File: src/rtl/seg_capture.sv
// seg_capture: rebuilds the two 4-digit BCD values from the scanned seven-segment display bus
module seg_capture (
    input  logic        clk,
    input  logic        rstn,
    input  logic [3:0]  dis_the4,
    input  logic [3:0]  dis_real4,
    input  logic [13:0] dis_all,
    input  logic        err_clr,
    output logic [15:0] bcd_the,
    output logic [15:0] bcd_real,
    output logic        frame_valid,
    output logic        seg_err,
    output logic        sel_err,
    output logic        seq_err
);
    typedef enum logic {SYNC, LOCK} state_t;

    function automatic logic [3:0] dec(input logic [6:0] s);
        case (s)
            7'b1111110: dec = 4'h0;
            7'b0110000: dec = 4'h1;
            7'b1101101: dec = 4'h2;
            7'b1111001: dec = 4'h3;
            7'b0110011: dec = 4'h4;
            7'b1011011: dec = 4'h5;
            7'b1011111: dec = 4'h6;
            7'b1110000: dec = 4'h7;
            7'b1111111: dec = 4'h8;
            7'b1111011: dec = 4'h9;
            7'b0000000: dec = 4'hF;
            default:    dec = 4'hE;
        endcase
    endfunction

    state_t      state;
    logic [3:0]  the_q, real_q;
    logic [13:0] seg_q;
    logic [1:0]  exp_idx;
    logic [11:0] sh_the, sh_real;
    logic [3:0]  d_the, d_real;
    logic [1:0]  idx;
    logic        lock, good, in_order, bad_seg;

    assign d_the    = dec(seg_q[13:7]);
    assign d_real   = dec(seg_q[6:0]);
    assign idx      = {the_q[3] | the_q[2], the_q[3] | the_q[1]};
    assign good     = (the_q == real_q) && $onehot(the_q);
    assign lock     = (state == LOCK);
    assign in_order = lock && good && (idx == exp_idx);
    assign bad_seg  = (d_the == 4'hE) || (d_real == 4'hE);

    always_ff @(posedge clk or negedge rstn) begin
        if (!rstn) begin
            the_q  <= '0;
            real_q <= '0;
            seg_q  <= '0;
        end else begin
            the_q  <= dis_the4;
            real_q <= dis_real4;
            seg_q  <= dis_all;
        end
    end

    always_ff @(posedge clk or negedge rstn) begin
        if (!rstn) begin
            state       <= SYNC;
            exp_idx     <= '0;
            sh_the      <= '0;
            sh_real     <= '0;
            bcd_the     <= '0;
            bcd_real    <= '0;
            frame_valid <= 1'b0;
            seg_err     <= 1'b0;
            sel_err     <= 1'b0;
            seq_err     <= 1'b0;
        end else begin
            frame_valid <= 1'b0;
            seg_err     <= (seg_err & ~err_clr) | (lock & bad_seg);
            sel_err     <= (sel_err & ~err_clr) | (lock & ~good);
            seq_err     <= (seq_err & ~err_clr) | (lock & good & (idx != exp_idx));
            if (in_order && idx == 2'd3) begin
                bcd_the     <= {d_the, sh_the};
                bcd_real    <= {d_real, sh_real};
                frame_valid <= 1'b1;
                exp_idx     <= 2'd0;
            end else if (in_order || (good && idx == 2'd0)) begin
                // a clean ones digit (re)starts a frame from SYNC or after an out-of-order digit
                sh_the[{idx, 2'b00} +: 4]  <= d_the;
                sh_real[{idx, 2'b00} +: 4] <= d_real;
                exp_idx <= idx + 2'd1;
                state   <= LOCK;
            end else if (lock) begin
                state <= SYNC;
            end
        end
    end
endmodule

File: config.mk
export PLATFORM = sky130hd
export DESIGN_NAME = seg_capture
export DESIGN_NICKNAME = d
export VERILOG_FILES = /design/src/rtl/seg_capture.sv
export SDC_FILE = /design/constraint.sdc
export NUM_CORES = 1
export LEC_CHECK = 0
export ABC_AREA = 1
export BUFFER_PORTS_ARGS = -buffer_cell sky130_fd_sc_hd__buf_2
export CAP_MARGIN = 20
export CORE_ASPECT_RATIO = 1.75
export CORE_MARGIN = 1.5
export CORE_UTILIZATION = 45
export CTS_CLUSTER_DIAMETER = 150
export DETAILED_ROUTE_END_ITERATION = 12
export GPL_TIMING_DRIVEN = 0
export HOLD_SLACK_MARGIN = 0.1
export PLACE_DENSITY = 0.66
export SLEW_MARGIN = 20
export SYNTH_ARGS = -nofsm -noshare
export SYNTH_HDL_FRONTEND = slang
export SYNTH_SLANG_ARGS = --single-unit
export TNS_END_PERCENT = 10
File: constraint.sdc
create_clock -name clk -period 4.5 [get_ports clk]
set_input_delay 0.45 -clock clk [delete_from_list [all_inputs] [get_ports clk]]
set_output_delay 0.45 -clock clk [all_outputs]
set_load 0.005 [all_outputs]
# Word-level counts from Yosys, hierarchy flattened
# Index checks and enable logic that the tools add are counted.
# op_classes
add_sub_neg	5
eq_ne	27
shifts	3
n_mux	8
bitwise	15
reduce_logical	12
# op_table
op	count
== test 7 bit (second input constant)	16
case mux 4 bit (11 select lines)	2
== test 7 x 6 -> 1 bit (second input constant)	4
bitwise mux 12 bit	2
indexed part select 4 x 6 -> 12 bit	2
logical NOT 7 bit	2
variable shift 4 x 6 -> 12 bit (first input constant)	1
== test 4 bit (second input constant)	2
bitwise AND 1 bit	7
negator 4 -> 6 bit	1
logical AND 1 bit	5
OR 1 bit	5
adder 1 x 1 -> 2 bit	2
== test 4 bit	1
two-way mux 2 bit	2
adder 2 x 2 -> 3 bit	1
== test 3 x 1 -> 1 bit (second input constant)	1
inverter 1 bit	3
adder 2 x 1 -> 2 bit (second input constant)	1
== test 2 bit	1
== test 2 bit (second input constant)	1
logical NOT 2 bit	1
logical OR 1 bit	2
two-way mux 1 bit	2
3 further kinds	3
# totals
reg_bits	85
output_inout_bits	36
word_cells	83

# Logic depth before layout (Yosys ltp)
# Gate-level depths: netlist of run 1.
# logic_depth
ltp_word	9
mapped_depth	16
mapped_depth_nobuf	15

# Worst setup path before layout of run 1
# OpenSTA, ideal clock, no wires.
# synth_timing
path_type	reg-to-reg
start	register the_q[3]
end	register sh_the[10]
setup_ps	118
arrival_time_ps	2528
path_slack_ps	1854
path_stages_with_launch	17
n_path_buf	1
period_less_slack_ps	2646
path_cell_list	dfrtp_1 > inv_1 > fa_1 > inv_1 > ha_1 > ha_1 > inv_1 > nand2_1 > nor2_1 > nand3_2 > nor2_2 > nand2_1 > nand2_4 > nand3_4 > buf_8 > nand2_1 > o21ai_2
# synth_via
elab_chain_cells	9
elab_cells_between_ends	21
cone_classes	add/sub (3); eq/ne (4); shift (2); mux (1); bitwise (3); reduce/logical (8)
# synth_rtl
item	line	rtl
start: declaration	36	logic [3:0] the_q, real_q;
start signal: assignment	58	the_q <= dis_the4;
adder 1 x 1 -> 2 bit (not written as such)	47	assign good = (the_q == real_q) && $onehot(the_q);
adder 2 x 2 -> 3 bit (not written as such)	47	
== test 3 x 1 -> 1 bit	47	
logical AND 1 bit	47	
logical AND 1 bit (2 in series)	49	assign in_order = lock && good && (idx == exp_idx);
logical AND 1 bit	81	if (in_order && idx == 2'd3) begin
inverter 1 bit (no line)	-	
AND reduction 2 bit (no line)	-	
end signal: indexed assignment	88	sh_the[{idx, 2'b00} +: 4] <= d_the;
end: declaration	39	logic [11:0] sh_the, sh_real;
# Parallel ways exist; a longest one is shown, timed or not.
# A chain may end at the register's enable or synchronous reset.

# Worst setup path after layout of run 1
# layout_timing
start	register the_q[1]
end	register bcd_the[2]
# layout_via
elab_chain_cells	7
elab_cells_between_ends	11
cone_classes	add/sub (2); eq/ne (4); bitwise (1); reduce/logical (4)
# layout_rtl
item	line	rtl
adder 1 x 1 -> 2 bit (not written as such)	47	
adder 2 x 2 -> 3 bit (not written as such)	47	
== test 3 x 1 -> 1 bit	47	
logical AND 1 bit	47	
logical AND 1 bit (2 in series)	49	
logical AND 1 bit *	81	
end signal: assignment	82	bcd_the <= {d_the, sh_the};
end: declaration	9	output logic [15:0] bcd_the,
# Mark *: on every way between the ends. The rest lies on a longest branch, timed or not.

==> impl_metrics.json, run 1 <==
{
  "status": "finished, final reports clean",
  "hold_path.class": "in -> reg",
  "setup_viol": 0,
  "startpoint_type": "flop",
  "synth_area_leaders": "dfrtp_1, nand2_1, o21ai_2",
  "cp_slowest_stage_delay_ps": 500,
  "cap_violations": 0,
  "clock_path_buffers": 2,
  "cts_resized": 0,
  "fin_crit_sh": 0.650,
  "hold_slack_ps": 214,
  "timing.final.crit_period_ps": 2930,
  "tightest_slew_ps": 534,
  "drt_iter0_drc": 222,
  "drive_gt1_frac": 0.230,
  "layout_common_cells": "nand2_1, dfrtp_1, buf_2",
  "ant_nets": 0,
  "power.leakage_uw": 0.00253,
  "setup_tns_ps": 0,
  "cts_num_sinks": 85,
  "final_cell_area_mm2": 0.00469,
  "die_h_um": 126,
  "drc": 0,
  "fin_util": 0.560,
  "root_buffer": "clkbuf_16",
  "synthesis.instances": 449,
  "core_area_mm2": 0.00837,
  "post-cts-setup-buffers": 0,
  "nFillCells": 804,
  "cts_buffers": 9,
  "grt_pass1_vias": 3096,
  "register_area_mm2": 0.00213,
  "clk_pin_slew_ps": 70,
  "post-place-ws_ps": 1540,
  "synth_cell_types": 26,
  "grt_pass1_wl_um": 13700,
  "irDropWorstVdd_uv": 241,
  "setup_ws_ps": 1570,
  "slew-limit-headroom": 0.642,
  "ys_seq_area_frac": 0.546,
  "power.density_mw_per_mm2": 348,
  "drt-vias-per-instance": 4.74,
  "first_pass_iters": 5,
  "cts_hold_buf": 1,
  "ios": 61,
  "cts_tree": "built",
  "synth.avg_cell_area_um2": 8.67,
  "clock.fmax_mhz": 342,
  "nNetsFinal": 554,
  "area_delta_synth_final_pct": 20.4,
  "die_area_mm2": 0.00924,
  "syn_area_mm2": 0.00389,
  "critPathRequiredTime_ps": 4780,
  "yosysTopAreaCellShare": 0.546,
  "cp_slowest_cell": "fa_1",
  "gp_congestion": 0.804,
  "hold_viol_final": 0,
  "h-tree-depth": 3,
  "syn_nets": 481,
  "die_w_um": 73.3,
  "ys_warn_count": 0,
  "cp_cell_sequence": "inv_1 > fa_1 > inv_1 > ha_1 > ha_1 > inv_1 > nand2_1 > nor2_1 > nand3_2 > nor2_2 > nand4_4 > inv_2 > buf_6 > nand2_1 > nand2_1",
  "rows": 44,
  "crit_fanout": 10,
  "dpl.hpwl_um": 5930,
  "fin_skew_ps": 11.4,
  "drv_slew": 0,
  "drt-total-wl_um": 7960,
  "port_buffers": 60,
  "wire_per_inst_um": 12.4,
  "ys_seq_elements": 85,
  "clock_latency_ps": 340,
  "start_util": 0.465,
  "diodes": 0,
  "grt_max_degree": 50,
  "antenna_found_initial": 0,
  "mostFrequentLayoutCell": "nand2_1",
  "postPlaceCellArea_mm2": 0.00437,
  "via_count": 3041,
  "rsz0062_at_grt": "no",
  "crit_arrival_ps": 3200,
  "track_usage": 0.192,
  "end_kind": "flop",
  "grt-ovfl-total": 0,
  "multi_input_area_mm2": 0.00155,
  "synth_area_leader_cell": "dfrtp_1",
  "worstSetupPathType": "reg -> reg"
}
[metrics by stage]
| step | std cells | total power (uW) |
|---|---|---|
| floorplan | 449 | 850 |
| global placement | 624 | 887 |
| detailed placement | 625 | 894 |
| CTS | 642 | 1650 |
| global route | 642 | 1700 |
| finish | 642 | 1630 |
[cell families (layout without fill, tap and decap cells)]
family                   count (synthesis)  after routing  share of synthesized area
AND/OR/NAND/NOR                        277            277                      0.305
flip-flops                              85             85                      0.546
buffers and inverters                   43            121                     0.0559
AO/OA/AOI/OAI                           36             36                     0.0659
adder cells (fa/ha/maj)                  7              7                     0.0244
XOR/XNOR                                 1              1                    0.00225
[state kept, by name, indices dropped and copies added (netlist names)]
| register | flops |
|---|---|
| sh_the | 12 |
| real_q | 4 |
| bcd_real | 16 |
| frame_valid | 1 |
| sh_real | 12 |
| seq_err | 1 |
| bcd_the | 16 |
| sel_err | 1 |
| exp_idx | 2 |
| seg_err | 1 |
| lock | 1 |
| seg_q | 14 |
| the_q | 4 |
[power breakdown]
part           switching (uW)  internal, uW
logic                    63.3          30.6
registers                9.92           776
clock network             290           461
[layer usage]
| layer | wire (um) | part of all wire | GRT usage |
|---|---|---|---|
| met5 | 0 | 0 | 0 |
| met4 | 283 | 0.036 | 0.107 |
| met3 | 217 | 0.027 | 0.0304 |
| met2 | 4430 | 0.56 | 0.347 |
| met1 | 3030 | 0.38 | 0.203 |
[cells in the mapped netlist]
| library cell | instances |
|---|---|
| nand2_1 | 194 |
| dfrtp_1 | 85 |
| nor2_1 | 37 |
| inv_1 | 29 |
| nand3_1 | 28 |
| o21ai_2 | 20 |
| o21ai_0 | 12 |
| ha_1 | 6 |
| clkbuf_1 | 4 |
| nand2_2 | 4 |
| a21oi_1 | 3 |
| buf_6 | 3 |
| buf_8 | 3 |
| inv_2 | 3 |
| nand3_4 | 3 |
| nand3_2 | 2 |
| nor2_2 | 2 |
| nor2_4 | 2 |
| nor3_1 | 2 |
| clkinv_1 | 1 |
| fa_1 | 1 |
| nand2_4 | 1 |
| nand4_1 | 1 |
| nand4_4 | 1 |
| o22ai_1 | 1 |
| xnor2_1 | 1 |
[final timing paths]
| kind | startpoint | endpoint | slack (ps) | cells past startpoint |
|---|---|---|---|---|
| worst max register to register | the_q[1] | bcd_the[2] | 1570 | 15 |
| min in group asynchronous | rstn | seg_q[0] | 610 | 2 |
| max in group asynchronous | rstn | bcd_the[4] | 3280 | 3 |
| worst min register to register | sh_the[7] | bcd_the[7] | 470 | 2 |
| worst min-delay path | dis_all[0] | seg_q[0] | 210 | 1 |
| worst max-delay path | the_q[1] | bcd_the[2] | 1570 | 15 |
[worst max-delay path: cells and delay by family, from the launching register on]
kind | cells | cell delay [ps]
DFF | 1 | 410
adders and majority gates | 3 | 940
and+or+nand+nor | 7 | 890
buffers and inverters | 5 | 620
[area by class of cell]
class / instances / area share
Buffer: 10 / 0.0200
Clock buffer: 11 / 0.0539
Clock inverter: 5 / 0.0123
Inverter: 33 / 0.0264
Multi-Input combinational cell: 321 / 0.330
Sequential cell: 85 / 0.454
Tap cell: 115 / 0.0307
Timing Repair Buffer: 62 / 0.0726
Power figures use the tool's default switching activity.
==> run 2: changes to the inputs <==
- clock period: 4.5 -> 3 ns (I/O delays scaled with it)
==> run 2 against run 1 <==
Combinational power is 80% higher. Final area up 6.7%. Sequential share of layout area fell by 2.8 points. Utilization grew 3.8 points. Non-clock buffer count rose by 31. First-iteration DRC count grew 5.9%. Sequential power is 50% higher. Flip-flop and latch count is the same.
==> impl_metrics.json, run 2 (synthesis results as in run 1) <==
{
  "dpl.hpwl_um": 5930,
  "hold_viol_final": 0,
  "ant_nets": 0,
  "end_kind": "flop",
  "h-tree-depth": 3,
  "mostFrequentLayoutCell": "nand2_1",
  "die_area_mm2": 0.00924,
  "die_w_um": 73.3,
  "top_regs": "bcd_real: 16 flops, bcd_the: 16 flops, seg_q: 14 flops",
  "hold_path.class": "in -> reg",
  "min-delay-start": "err_clr",
  "root_buffer": "clkbuf_16",
  "busiest_layer": "met2",
  "fin_util": 0.598,
  "port_buffers": 60,
  "cts_buffers": 9,
  "cp_slowest_stage_delay_ps": 480,
  "ios": 61,
  "multi_input_area_mm2": 0.00157,
  "clock.fmax_mhz": 360,
  "die_h_um": 126,
  "grt_pass1_wl_um": 14100,
  "drc": 0,
  "startpoint_type": "flop",
  "drt-total-wl_um": 8370,
  "nNetsFinal": 586,
  "rows": 44,
  "grt_max_degree": 50,
  "finalPower_uw": 2470,
  "critPathLaunch": "the_q[3]",
  "use_met3": 0.0304,
  "worstSetupPathType": "reg -> reg",
  "clock_latency_ps": 330,
  "clk_pin_slew_ps": 60,
  "cap_violations": 0,
  "tightest_slew_ps": 540,
  "fin_crit_sh": 0.925,
  "cts_tree": "built",
  "status": "finished, final reports clean",
  "via_count": 3216,
  "grt-ovfl-total": 0,
  "crit_fanout": 10,
  "clock_path_buffers": 2,
  "rsz0062_at_grt": "no",
  "p_int_uw": 1920,
  "use_met2": 0.363,
  "track_usage": 0.197,
  "register_area_mm2": 0.00213,
  "power.density_mw_per_mm2": 494,
  "grt_pass1_vias": 3221,
  "drt-vias-per-instance": 4.77,
  "timing.final.crit_period_ps": 2780,
  "pwr-share-clk": 0.455,
  "p_switching_uw": 549,
  "gp_congestion": 0.804,
  "start_util": 0.465,
  "cp_slowest_cell": "fa_1",
  "reg2reg_from": "the_q[3]",
  "layout_common_cells": "nand2_1, dfrtp_1, buf_2",
  "r2r_setup_slack_ps": 220,
  "wire_per_inst_um": 12.4,
  "power.leakage_uw": 0.00269,
  "core_area_mm2": 0.00837,
  "p_seq_frac": 0.477,
  "nFillCells": 769,
  "critPathRequiredTime_ps": 3220,
  "drv_slew": 0,
  "setup_ws_ps": 224,
  "area_delta_synth_final_pct": 28.5,
  "drt_iter0_drc": 235,
  "irDropWorstVdd_uv": 367,
  "comb_power_share": 0.068,
  "first_pass_iters": 4,
  "cp_cell_sequence": "inv_1 > fa_1 > inv_1 > ha_1 > ha_1 > inv_1 > nand2_1 > nor2_2 > nand3_2 > nor2_4 > nand3_2 > nand2_4 > nand3_4 > buf_8 > nand2_1 > o21ai_2",
  "antenna_found_initial": 0,
  "setup_tns_ps": 0,
  "cts_num_sinks": 85,
  "setup_viol": 0,
  "switching_share": 0.222,
  "diodes": 0,
  "crit_top_cell": "inv_1",
  "slew-limit-headroom": 0.639,
  "drive_gt1_frac": 0.243,
  "post-place-ws_ps": 41.2,
  "crit_arrival_ps": 3000,
  "use_met1": 0.205,
  "fin_skew_ps": 8.77
}
[run 2: cell count changes in the layout (fill, tap and decap cells not counted), sizes merged]
cell	before	now
dlygate4sd3	1	23
buf	67	76
nand4	2	3
[run 2: area by class of cell]
type                            count  share of cell area
Buffer                             10              0.0195
Clock buffer                       11              0.0505
Clock inverter                      5              0.0115
Inverter                           33              0.0253
Multi-Input combinational cell    322               0.314
Sequential cell                    85               0.425
Tap cell                          115              0.0288
Timing Repair Buffer               93               0.126
[run 2: metrics by stage]
stage	hold slack (ps)	instances	area [um^2]
3_3_place_gp	408	624	4340
4_1_cts	167	664	4910
5_1_grt	211	674	5000
6_report	179	674	5000
3_5_place_dp	299	625	4370
2_1_floorplan	4.41	449	3890
[run 2: repair_timing]
item | in CTS | in global routing
resized for setup | 0 | 10
hold endpoints to repair | 58 | 0
buffers inserted | 0 | 9
endpoints found under the setup margin | 0 | 56
hold buffers | 23 | 0
[run 2: path summary, 6_finish.rpt]
check                        endpoint  depth (start not counted)
max in group asynchronous  bcd_the[4]                          3
hold reg to reg            bcd_the[7]                          2
min in group asynchronous    seg_q[1]                          2
setup reg to reg            sh_the[7]                         16
setup / recovery            sh_the[7]                         16
hold / removal                seg_err                          2
[run 2: power by group through the flow]
stage | clock [uW] | sequential [uW] | combinational [uW]
finish | 1120 | 1180 | 169
global route | 1200 | 1180 | 193
CTS | 1150 | 1180 | 166
detailed placement | 0 | 1200 | 142
global placement | 0 | 1200 | 132
floorplan | 0 | 1200 | 78.5
[run 2: metal layers]
layer | wire length, um | up-vias
li1 | - | 1624
met1 | 3210 | 1485
met2 | 4630 | 86
met3 | 237 | 21
met4 | 284 | 0
met5 | 0 | -
[run 2: worst max-delay path, delay by kind of cell, from the launching register on]
family	cells	cell delay, ps
compound gates	1	60
fa+ha+maj	3	920
buf+inv	4	340
flops	1	410
simple gates	8	940
==> run 3: changes to the inputs <==
- CTS_BUF_LIST: unset -> sky130_fd_sc_hd__clkbuf_4 sky130_fd_sc_hd__clkbuf_8
==> run 3 against run 2 <==
Die area unchanged. Non-clock buffer count increased by 1. Sequential share of layout area increased by 0.81 points. Global-route usage about the same. Combinational power about the same. Count of clock-buffer cells in the layout unchanged.
==> impl_metrics.json, run 3 (synthesis results as in run 1) <==
{
  "status": "finished, final reports clean",
  "switching_share": 0.239,
  "first_pass_iters": 5,
  "cap_violations": 0,
  "clock_path_buffers": 2,
  "timing.final.crit_period_ps": 2790,
  "startpoint_type": "flop",
  "path_buf_inv": 4,
  "pwr-share-clk": 0.384,
  "rows": 44,
  "via_count": 3188,
  "layout_common_cells": "nand2_1, dfrtp_1, buf_2",
  "fin_crit_sh": 0.929,
  "grt_pass1_wl_um": 14000,
  "die_w_um": 73.3,
  "track_usage": 0.197,
  "grt_pass1_vias": 3236,
  "root_buffer": "clkbuf_8",
  "cp_slowest_cell": "fa_1",
  "final_cell_area_mm2": 0.00491,
  "irDropWorstVdd_uv": 298,
  "hold_slack_ps": 155,
  "h-tree-depth": 3,
  "drv_slew": 0,
  "dpl.hpwl_um": 5930,
  "die_h_um": 126,
  "power.density_mw_per_mm2": 444,
  "wl_met2_um": 4510,
  "cts_tree": "built",
  "cp_cell_sequence": "inv_1 > fa_1 > inv_1 > ha_1 > ha_1 > inv_1 > nand2_1 > nor2_2 > nand3_2 > nor2_4 > nand3_2 > nand2_4 > nand3_4 > buf_8 > nand2_1 > o21ai_2",
  "core_area_mm2": 0.00837,
  "dr.max_layer_used": "met4",
  "fin_util": 0.587,
  "drt_iter0_drc": 224,
  "antenna_found_initial": 0,
  "drt-total-wl_um": 8340,
  "gp_congestion": 0.804,
  "hold_viol_final": 0,
  "critPathRequiredTime_ps": 3250,
  "die_area_mm2": 0.00924,
  "clock_latency_ps": 360,
  "wire_per_inst_um": 12.4,
  "wl_met3_um": 218,
  "crit_fanout": 10,
  "port_buffers": 60,
  "worstSetupPathType": "reg -> reg",
  "grt-ovfl-total": 0,
  "setup_viol": 0,
  "diodes": 0,
  "tightest_slew_ps": 539,
  "nNetsFinal": 587,
  "p_seq_frac": 0.539,
  "drive_gt1_frac": 0.245,
  "finalPower_uw": 2180,
  "cts_buffers": 9,
  "cts_num_sinks": 85,
  "clk_pin_slew_ps": 80,
  "wl_met1_um": 3240,
  "postPlaceCellArea_mm2": 0.00437,
  "top_regs": "bcd_real: 16 flops, bcd_the: 16 flops, seg_q: 14 flops",
  "setup_tns_ps": 0,
  "hold_path.class": "in -> reg",
  "comb_power_share": 0.077,
  "crit_arrival_ps": 3030,
  "start_util": 0.465,
  "mostFrequentLayoutCell": "nand2_1",
  "end_kind": "flop",
  "clock.fmax_mhz": 359,
  "area_delta_synth_final_pct": 26.1,
  "ios": 61,
  "power.leakage_uw": 0.00265,
  "slew-limit-headroom": 0.640,
  "cp_top_family": "adder cells",
  "p_switching_uw": 521,
  "drt-vias-per-instance": 4.72,
  "drc": 0,
  "rsz0062_at_grt": "no",
  "fin_skew_ps": 13.6,
  "cp_slowest_stage_delay_ps": 530,
  "grt_max_degree": 50,
  "p_int_uw": 1660,
  "ant_nets": 0,
  "crit_top_cell": "inv_1"
}
-- run 3: worst paths after layout --
check	startpoint	end	slack, ps	depth (start not counted)
max	the_q[0]	sh_the[5]	210	16
min	err_clr	seg_err	150	2
max reg2reg	the_q[0]	sh_the[5]	210	16
min reg2reg	sh_the[5]	bcd_the[5]	480	2
max in group asynchronous	rstn	sh_the[6]	1940	3
min in group asynchronous	rstn	seg_q[1]	450	2
-- run 3: area by class of cell --
| class | count | area, um^2 |
|---|---|---|
| sequential | 85 | 2130 |
| clock buffer | 11 | 151 |
| tap | 115 | 144 |
| buffer | 10 | 97.6 |
| timing repair buffer | 94 | 636 |
| multi-input combinational | 322 | 1570 |
| inverter | 33 | 126 |
| clock inverter | 5 | 57.6 |
| fill | 776 | 3460 |
-- run 3: worst reg2reg max path: stages (launching register included) --
cell and delay [ps]:
dfrtp_1 370, inv_1 80, fa_1 530, inv_1 40, ha_1 170, ha_1 270
inv_1 50, nand2_1 50, nor2_2 90, nand3_2 110, nor2_4 210, nand3_2 120
nand2_4 150, nand3_4 120, buf_8 170, nand2_1 80, o21ai_2 60
-- run 3: repair_timing --
item	in CTS	in global routing
setup buffers	0	10
setup endpoints to repair	0	54
endpoints found under the hold margin	58	0
resized for setup	0	10
hold buffers	23	0
-- run 3: power by group through the flow --
| stage | clock (uW) | combinational [uW] | sequential (uW) |
|---|---|---|---|
| 6_report | 837 | 168 | 1180 |
| 5_1_grt | 909 | 192 | 1180 |
| 4_1_cts | 857 | 166 | 1180 |
| 3_5_place_dp | 0 | 142 | 1200 |
| 3_3_place_gp | 0 | 132 | 1200 |
| 2_1_floorplan | 0 | 78.5 | 1200 |
-- run 3: routing by layer --
| metal | up-vias | track usage |
|---|---|---|
| met1 | 1475 | 0.204 |
| met2 | 70 | 0.351 |
| li1 | 1617 | - |
| met3 | 26 | 0.0336 |
| met5 | - | 0 |
| met4 | 0 | 0.129 |
-- run 3: per-stage QoR --
step	cells	worst slack, ps
2_1_floorplan	449	354
3_3_place_gp	624	105
4_1_cts	664	27.8
3_5_place_dp	625	41.2
5_1_grt	675	10.6
6_report	675	213
